$ cat config.mk
export PLATFORM = sky130hd
export DESIGN_NAME = module_spi_slave_rx_tx_flat
export DESIGN_NICKNAME = d
export VERILOG_FILES = /design/src/rtl/module_spi_slave_rx_tx_if.sv /design/src/rtl/module_spi_slave_rx_tx.sv /design/src/flat_wrapper.sv
export SDC_FILE = /design/constraint.sdc
export NUM_CORES = 1
export LEC_CHECK = 0
export BUFFER_PORTS_ARGS = -buffer_cell sky130_fd_sc_hd__buf_2
export CORE_ASPECT_RATIO = 1.25
export CORE_MARGIN = 3
export CORE_UTILIZATION = 30
export DETAILED_ROUTE_END_ITERATION = 12
export GPL_TIMING_DRIVEN = 0
export SETUP_SLACK_MARGIN = 0.4
export SLEW_MARGIN = 20
export SYNTH_ARGS = -nofsm -noshare
export SYNTH_HDL_FRONTEND = slang
export SYNTH_SLANG_ARGS = --single-unit
$ cat constraint.sdc
create_clock -name clk_i -period 4.2 [get_ports clk_i]
set_input_delay 0 -clock clk_i [delete_from_list [all_inputs] [get_ports clk_i]]
set_output_delay 0 -clock clk_i [all_outputs]
set_load 0.005 [all_outputs]
$ cat src/rtl/module_spi_slave_rx_tx_if.sv
// Pin and local-bus bundle for the SPI responder.
// The slave modport is the responder's view; master is the view of whoever drives the SPI pins and the TX/RX bus.
interface module_spi_slave_rx_tx_if #(
    parameter int DATA_W = 8
);
    // Handshakes: tx_wr_i is a one-cycle write strobe with no ready (a write while full overwrites);
    // rx_valid_o, tx_underrun_o and frame_err_o are one-cycle pulses with no backpressure.
    logic              sclk_i;
    logic              ss_i;
    logic              mosi_i;
    logic              miso_o;
    logic              miso_oe_o;
    logic [DATA_W-1:0] tx_data_i;
    logic              tx_wr_i;
    logic              tx_full_o;
    logic [DATA_W-1:0] rx_data_o;
    logic              rx_valid_o;
    logic              tx_underrun_o;
    logic              frame_err_o;
    logic              busy_o;

    modport slave (
        input  sclk_i, ss_i, mosi_i, tx_data_i, tx_wr_i,
        output miso_o, miso_oe_o, tx_full_o, rx_data_o, rx_valid_o,
               tx_underrun_o, frame_err_o, busy_o
    );

    modport master (
        output sclk_i, ss_i, mosi_i, tx_data_i, tx_wr_i,
        input  miso_o, miso_oe_o, tx_full_o, rx_data_o, rx_valid_o,
               tx_underrun_o, frame_err_o, busy_o
    );
endinterface

$ cat src/rtl/module_spi_slave_rx_tx.sv
// SPI mode-0 responder, MSB first, oversampling sclk/ss/mosi on the system clock.
// One-entry TX buffer feeds the shift register at each frame start; busy_o exposes the IDLE/ACTIVE state.
module module_spi_slave_rx_tx #(
    parameter int DATA_W      = 8,
    parameter int SYNC_STAGES = 2
) (
    input  logic                    clk_i,
    input  logic                    rst_i,
    module_spi_slave_rx_tx_if.slave spi
);

    localparam int CNT_W   = $clog2(DATA_W + 1);
    localparam int FLUSH_W = $clog2(SYNC_STAGES + 2);
    localparam logic [CNT_W-1:0]   CNT_FULL   = CNT_W'(DATA_W);
    localparam logic [CNT_W-1:0]   CNT_LAST   = CNT_W'(DATA_W - 1);
    localparam logic [FLUSH_W-1:0] FLUSH_DONE = FLUSH_W'(SYNC_STAGES + 1);

    typedef enum logic {
        IDLE   = 1'b0,
        ACTIVE = 1'b1
    } state_e;

    logic [SYNC_STAGES-1:0] sclk_sync_q, ss_sync_q, mosi_sync_q;
    logic                   sclk_prev_q, ss_prev_q;
    logic                   sclk_rise_q, sclk_fall_q, ss_rise_q, ss_fall_q;
    logic [FLUSH_W-1:0]     flush_q;
    logic                   armed_q;

    state_e                 state_q;
    logic [CNT_W-1:0]       bit_cnt_q;
    logic [DATA_W-2:0]      tx_sh_q;
    logic [DATA_W-2:0]      rx_sh_q;
    logic [DATA_W-1:0]      buf_q;
    logic                   buf_full_q;

    logic                   miso_q, miso_oe_q, busy_q;
    logic [DATA_W-1:0]      rx_data_q;
    logic                   rx_valid_q, underrun_q, frame_err_q;

    logic                   sclk_s, ss_s, mosi_s;
    logic                   start_frame, wrap_frame, load_tx;
    logic [DATA_W-1:0]      load_word_d;
    logic [DATA_W-1:0]      rx_word_d;

    always_comb begin
        sclk_s      = sclk_sync_q[SYNC_STAGES-1];
        ss_s        = ss_sync_q[SYNC_STAGES-1];
        mosi_s      = mosi_sync_q[SYNC_STAGES-1];
        start_frame = (state_q == IDLE) && ss_fall_q && armed_q;
        wrap_frame  = (state_q == ACTIVE) && !ss_rise_q && sclk_fall_q && (bit_cnt_q == CNT_FULL);
        load_tx     = start_frame || wrap_frame;
        load_word_d = buf_full_q ? buf_q : '0;
        rx_word_d   = {rx_sh_q, mosi_s};
    end

    always_ff @(posedge clk_i) begin
        if (!rst_i) begin
            sclk_sync_q <= '0;
            ss_sync_q   <= '1;
            mosi_sync_q <= '0;
            sclk_prev_q <= 1'b0;
            ss_prev_q   <= 1'b1;
            sclk_rise_q <= 1'b0;
            sclk_fall_q <= 1'b0;
            ss_rise_q   <= 1'b0;
            ss_fall_q   <= 1'b0;
            flush_q     <= '0;
            armed_q     <= 1'b0;
            state_q     <= IDLE;
            bit_cnt_q   <= '0;
            tx_sh_q     <= '0;
            rx_sh_q     <= '0;
            buf_q       <= '0;
            buf_full_q  <= 1'b0;
            miso_q      <= 1'b0;
            miso_oe_q   <= 1'b0;
            busy_q      <= 1'b0;
            rx_data_q   <= '0;
            rx_valid_q  <= 1'b0;
            underrun_q  <= 1'b0;
            frame_err_q <= 1'b0;
        end else begin
            sclk_sync_q <= {sclk_sync_q[SYNC_STAGES-2:0], spi.sclk_i};
            ss_sync_q   <= {ss_sync_q[SYNC_STAGES-2:0], spi.ss_i};
            mosi_sync_q <= {mosi_sync_q[SYNC_STAGES-2:0], spi.mosi_i};
            sclk_prev_q <= sclk_s;
            ss_prev_q   <= ss_s;
            sclk_rise_q <= sclk_s & ~sclk_prev_q;
            sclk_fall_q <= ~sclk_s & sclk_prev_q;
            ss_rise_q   <= ss_s & ~ss_prev_q;
            ss_fall_q   <= ~ss_s & ss_prev_q;

            // Frames only start once a genuine high level on ss has crossed the synchronizer
            // after reset, so a reset released mid-frame cannot fake an ss fall.
            if (flush_q != FLUSH_DONE) begin
                flush_q <= flush_q + FLUSH_W'(1);
            end else if (ss_s) begin
                armed_q <= 1'b1;
            end

            if (spi.tx_wr_i) begin
                buf_q      <= spi.tx_data_i;
                buf_full_q <= 1'b1;
            end else if (load_tx) begin
                buf_full_q <= 1'b0;
            end

            rx_valid_q  <= 1'b0;
            underrun_q  <= 1'b0;
            frame_err_q <= 1'b0;

            case (state_q)
                IDLE: begin
                    miso_q    <= 1'b0;
                    miso_oe_q <= 1'b0;
                    busy_q    <= 1'b0;
                    if (start_frame) begin
                        state_q    <= ACTIVE;
                        tx_sh_q    <= load_word_d[DATA_W-2:0];
                        miso_q     <= load_word_d[DATA_W-1];
                        miso_oe_q  <= 1'b1;
                        busy_q     <= 1'b1;
                        bit_cnt_q  <= '0;
                        underrun_q <= !buf_full_q;
                    end
                end
                ACTIVE: begin
                    if (ss_rise_q) begin
                        state_q   <= IDLE;
                        miso_q    <= 1'b0;
                        miso_oe_q <= 1'b0;
                        busy_q    <= 1'b0;
                        bit_cnt_q <= '0;
                        // A last bit landing together with ss rise still completes the word.
                        if (sclk_rise_q && bit_cnt_q == CNT_LAST) begin
                            rx_data_q  <= rx_word_d;
                            rx_valid_q <= 1'b1;
                        end else if (bit_cnt_q != '0 && bit_cnt_q != CNT_FULL) begin
                            frame_err_q <= 1'b1;
                        end
                    end else if (sclk_rise_q) begin
                        if (bit_cnt_q != CNT_FULL) begin
                            rx_sh_q   <= rx_word_d[DATA_W-2:0];
                            bit_cnt_q <= bit_cnt_q + CNT_W'(1);
                            if (bit_cnt_q == CNT_LAST) begin
                                rx_data_q  <= rx_word_d;
                                rx_valid_q <= 1'b1;
                            end
                        end
                    end else if (sclk_fall_q) begin
                        if (wrap_frame) begin
                            tx_sh_q    <= load_word_d[DATA_W-2:0];
                            miso_q     <= load_word_d[DATA_W-1];
                            bit_cnt_q  <= '0;
                            underrun_q <= !buf_full_q;
                        end else if (bit_cnt_q != '0) begin
                            miso_q  <= tx_sh_q[DATA_W-2];
                            tx_sh_q <= {tx_sh_q[DATA_W-3:0], 1'b0};
                        end
                    end
                end
                default: state_q <= IDLE;
            endcase
        end
    end

    assign spi.miso_o        = miso_q;
    assign spi.miso_oe_o     = miso_oe_q;
    assign spi.tx_full_o     = buf_full_q;
    assign spi.rx_data_o     = rx_data_q;
    assign spi.rx_valid_o    = rx_valid_q;
    assign spi.tx_underrun_o = underrun_q;
    assign spi.frame_err_o   = frame_err_q;
    assign spi.busy_o        = busy_q;

endmodule
$ cat src/flat_wrapper.sv
// flat-port wrapper written by rule: the top's interface ports become plain ports
module module_spi_slave_rx_tx_flat 
#(
    parameter int DATA_W      = 8,
    parameter int SYNC_STAGES = 2
)
  (clk_i, rst_i, spi_sclk_i, spi_ss_i, spi_mosi_i, spi_tx_data_i, spi_tx_wr_i, spi_miso_o, spi_miso_oe_o, spi_tx_full_o, spi_rx_data_o, spi_rx_valid_o, spi_tx_underrun_o, spi_frame_err_o, spi_busy_o);
  module_spi_slave_rx_tx_if #(.DATA_W(DATA_W)) spi_i ();
  input  logic clk_i;
  input  logic rst_i;
  input wire logic [$bits(spi_i.sclk_i)-1:0] spi_sclk_i;
  input wire logic [$bits(spi_i.ss_i)-1:0] spi_ss_i;
  input wire logic [$bits(spi_i.mosi_i)-1:0] spi_mosi_i;
  input wire logic [$bits(spi_i.tx_data_i)-1:0] spi_tx_data_i;
  input wire logic [$bits(spi_i.tx_wr_i)-1:0] spi_tx_wr_i;
  output wire logic [$bits(spi_i.miso_o)-1:0] spi_miso_o;
  output wire logic [$bits(spi_i.miso_oe_o)-1:0] spi_miso_oe_o;
  output wire logic [$bits(spi_i.tx_full_o)-1:0] spi_tx_full_o;
  output wire logic [$bits(spi_i.rx_data_o)-1:0] spi_rx_data_o;
  output wire logic [$bits(spi_i.rx_valid_o)-1:0] spi_rx_valid_o;
  output wire logic [$bits(spi_i.tx_underrun_o)-1:0] spi_tx_underrun_o;
  output wire logic [$bits(spi_i.frame_err_o)-1:0] spi_frame_err_o;
  output wire logic [$bits(spi_i.busy_o)-1:0] spi_busy_o;
  assign spi_i.sclk_i = spi_sclk_i;
  assign spi_i.ss_i = spi_ss_i;
  assign spi_i.mosi_i = spi_mosi_i;
  assign spi_i.tx_data_i = spi_tx_data_i;
  assign spi_i.tx_wr_i = spi_tx_wr_i;
  assign spi_miso_o = spi_i.miso_o;
  assign spi_miso_oe_o = spi_i.miso_oe_o;
  assign spi_tx_full_o = spi_i.tx_full_o;
  assign spi_rx_data_o = spi_i.rx_data_o;
  assign spi_rx_valid_o = spi_i.rx_valid_o;
  assign spi_tx_underrun_o = spi_i.tx_underrun_o;
  assign spi_frame_err_o = spi_i.frame_err_o;
  assign spi_busy_o = spi_i.busy_o;
  module_spi_slave_rx_tx #(.DATA_W(DATA_W), .SYNC_STAGES(SYNC_STAGES)) u_core (.clk_i(clk_i), .rst_i(rst_i), .spi(spi_i));
endmodule
==> metrics.md <==
| Metric | Value |
|---|---|
| Internal power | slightly below 700 uW |
| Minimum clock period | around 1800 ps |
| Area after DPL | around 2500 um^2 |
| Yosys cell types | between 40 and 50 |
| Largest net degree at the start of global routing | 17 |
| Nets | 288 |
| CTS sink cnt | 56 |
| Cells after Synth | around 220 |
| Vias per cell | between 4 and 5 |
| Ys flop type | dfxtp_1 |
| Dpl cells | approximately 340 |
| Worst Path Buf+Inv | 2 |
| Period utilisation layout | 0.431 |
| Die Area | 8430 um^2 |
| Clock Skew | roughly 8.6 ps |
| DR vias | around 1.7k |
| CTS Buf Count | 5 |
| Clock network latency to the later pin of the worst-skew pair | about 300 ps |
| Area Overhead vs Synth | 21.0% |
| Critical Path End Type | flip-flop |
| Post-CTS Setup Bufs | 0 |
| Comb power frac | 0.066 |
| P_sw | approximately 200 uW |
| Required @ worst endpoint | 4440 ps |
| CP top delay family | compound AO/OA/AOI/OAI gates |
| Largest family of logic cells by synthesized area | simple AND/OR/NAND/NOR gates |
| Setup TNS | 0 ps |
| Slowest CP cell | dfxtp_1 |
| FP Rows | 34 |
| Met1 usage | 0.137 |
| Total GRT Usage | 0.108 |
| Detailed Routing Iterations Pass 1 | 4 |
| Clk buf depth | 2 |
| Final instance area | ~2700 um^2 |
| Ys Warns | 0 |
| Mux cell area share after synthesis | 0.0822 |
| Final ANT Viol Nets | 0 |
| CP peak stage delay | 420 ps |
| GR met3 Demand/Resource | 0.0317 |
| GRT overflow | 0 |
| Initial Util | 0.313 |
| Worst Setup Start Kind | flip-flop |
| Sequential area share after synthesis | 0.508 |
| Status | finished, final reports clean |
| Layout cells sized above 1 | 0.191 |
| Reg clk slew, reported paths | roughly 100 ps |
| Die Y | roughly 100 um |
| IO Port Bufs | 27 |
| Max_cap viols | 0 |
| Synth Area in Compound Gates | 0.125 |
| Share of power burned in the clock network | 0.318 |
| Number of flops mapped to enable cells by yosys | 0 |
| Final setup violating endpoints | 0 |
| # IOs | 29 |
| Syn avg cell area | approximately 9.9 um^2 |
| Slew margin rel. | 0.600 |
| Global-route wire length before repair | around 7.0 mm |
| Crit Path Max Fanout | 10 |
| Peak VDD IR | between 0.00015 and 0.0002 V |
| Pins Over Slew Limit | 0 |
| Post-synth ARST share | 0 |
| Synth Area in Simple Gates | 0.220 |
| Vias in the first global route | around 1.6k |
| Cell Area, Synth | around 2200 um^2 |
| Crit Path Class | reg2reg |
| Initial antenna violation count | 0 |
| DRT Wirelength | 4.31 mm |
| Avg WL per Cell | about 12 um |
| Power Dens Cells | roughly 340 nW/um^2 |
| Sw Ratio | 0.227 |
| Fin cells | between 300 and 400 |
| Final hold violations | 0 |
| Hold Path Class | in2reg |
| Dominant cell by count in the synthesized netlist | dfxtp_1 |
| DP Wirelength | a little over 3 mm |
| Fillers | approximately 760 |
| H-tree levels | 2 |
| CTS tree | yes |
| Worst EP arrival | just over 2000 ps |
| Chip width | ~83 um |
| Worst Max-Slew Pin Slew | 601 ps |
| Hold slack | 253 ps |
| Drt first-iter violations | 56 |
| RSZ-0062 raised after global routing | no |
| Most used routing layer | met2 |
| Leading area contributor after synthesis | dfxtp_1 |
| Sequential power share | 0.616 |
| Routability cong. | 0.772 |
| # diodes | 0 |
| Global Route met2 Usage | 0.173 |
| Yosys top cell area share | 0.508 |
| Syn Nets | approximately 240 |
| Total power | 900 uW |
| Pleak | 0.00109 uW |
| Ranking of synthesized cells by area | dfxtp_1 51%, mux2i_1 7.7%, nand3_1 3.9%, nor2_1 3.7%, nand2_1 3.6% |
| Root buffer cell | clkbuf_8 |
| Core Area | 7060 um^2 |
| Max Fclk | roughly 550 MHz |
| CP cell instances | inv_1 -> ha_1 -> nor3b_2 -> o31ai_4 -> buf_6 -> nand4_2 -> a21oi_2 |
| Xor/xnor share of the synthesized area | 0.00397 |
| Post-synth top cells | 56 x dfxtp_1, 22 x nor2_1, 21 x nand2_1, 17 x mux2i_1, 17 x nand3_1 |
| DRC | 0 |
| Adder-Cell Fraction of Synth Area | 0.0170 |
| Synth Register Bits | 56 |
==> final timing paths <==
kind                            slack [ps]                  to  cells after the start                start
worst max-delay path                  2390   u_core.tx_sh_q[0]                      7  u_core.bit_cnt_q[0]
worst min-delay path                   250     u_core.buf_q[4]                      3          spi_tx_wr_i
worst max register to register        2390   u_core.tx_sh_q[0]                      7  u_core.bit_cnt_q[0]
worst min register to register         410  u_core.sclk_rise_q                      1   u_core.sclk_prev_q
==> layout make-up <==
type	count	area, um^2	share of cell area
Buffer	14	81.3	0.0305
Inverter	4	15.0	0.00562
Tap cell	90	113	0.0422
Timing Repair Buffer	40	265	0.0993
Clock inverter	1	8.76	0.00328
Multi-Input combinational cell	150	990	0.371
Sequential cell	56	1120	0.420
Clock buffer	7	76.3	0.0286
==> logic make-up (layout without fill, tap and decap cells) <==
kind of cell | after synthesis | count (layout)
simple gates | 89 | 89
flops | 56 | 56
compound gates | 39 | 39
mux | 18 | 18
buf+inv | 18 | 66
fa+ha+maj | 3 | 3
xor+xnor | 1 | 1
==> per-stage QoR <==
step | util | setup WS [ps]
after floorplan | - | 2610
after global placement | 0.348 | 2460
after detailed placement | 0.348 | 2430
after CTS | 0.378 | 2410
after global routing | 0.378 | 2240
final | 0.378 | 2390
==> flip-flops by register name, indices dropped and copies added, names as in the netlist, 2 cells and up <==
signal,count
u_core.bit_cnt_q,4
u_core.buf_q,8
u_core.flush_q,2
u_core.mosi_sync_q,2
u_core.rx_sh_q,7
u_core.sclk_sync_q,2
u_core.spi.rx_data_o,8
u_core.ss_sync_q,2
u_core.tx_sh_q,7
==> power by group through the flow <==
stage,Clock (uW),Sequential (uW),Combinational [uW]
floorplan,0,565,35.0
global placement,0,566,49.4
detailed placement,0,567,51.3
CTS,297,555,60.9
global route,315,557,67.9
finish,287,554,59.4
==> cells in the final DEF (no fill, tap or decap), types with 2 or more instances in the layout <==
master	netlist	routed
a21oi_1	12	12
a31oi_1	7	7
and2_1	5	5
and3b_1	3	3
buf_2	2	29
buf_4	3	3
buf_6	2	2
clkbuf_1	7	9
clkbuf_8	0	5
dfxtp_1	56	56
dlygate4sd3_1	0	13
ha_1	3	3
inv_1	3	3
mux2i_1	17	17
nand2_1	21	21
nand2b_1	5	5
nand3_1	17	17
nand3b_1	2	2
nor2_1	22	22
nor2b_1	3	3
o21a_1	2	2
o21ai_0	4	4
o21ai_1	2	2
o22ai_1	2	2
==> timing repair <==
action                                 in CTS  in global routing
hold buffers                               13                  0
resized for setup                           0                  0
endpoints found under the hold margin      12                  0
==> worst register-to-register path: cells and delay by family, from the launching register on <==
family | cells | cell delay [ps]
compound gates | 2 | 470
fa+ha+maj | 1 | 270
buf+inv | 2 | 270
flops | 1 | 420
simple gates | 2 | 330
==> routing by layer <==
metal,vias to the layer above,routed length (um)
met5,-,0
met1,792,1970
met3,7,191
met4,0,65
li1,870,-
met2,29,2080
Note: power is estimated with default switching activity, not from simulation.
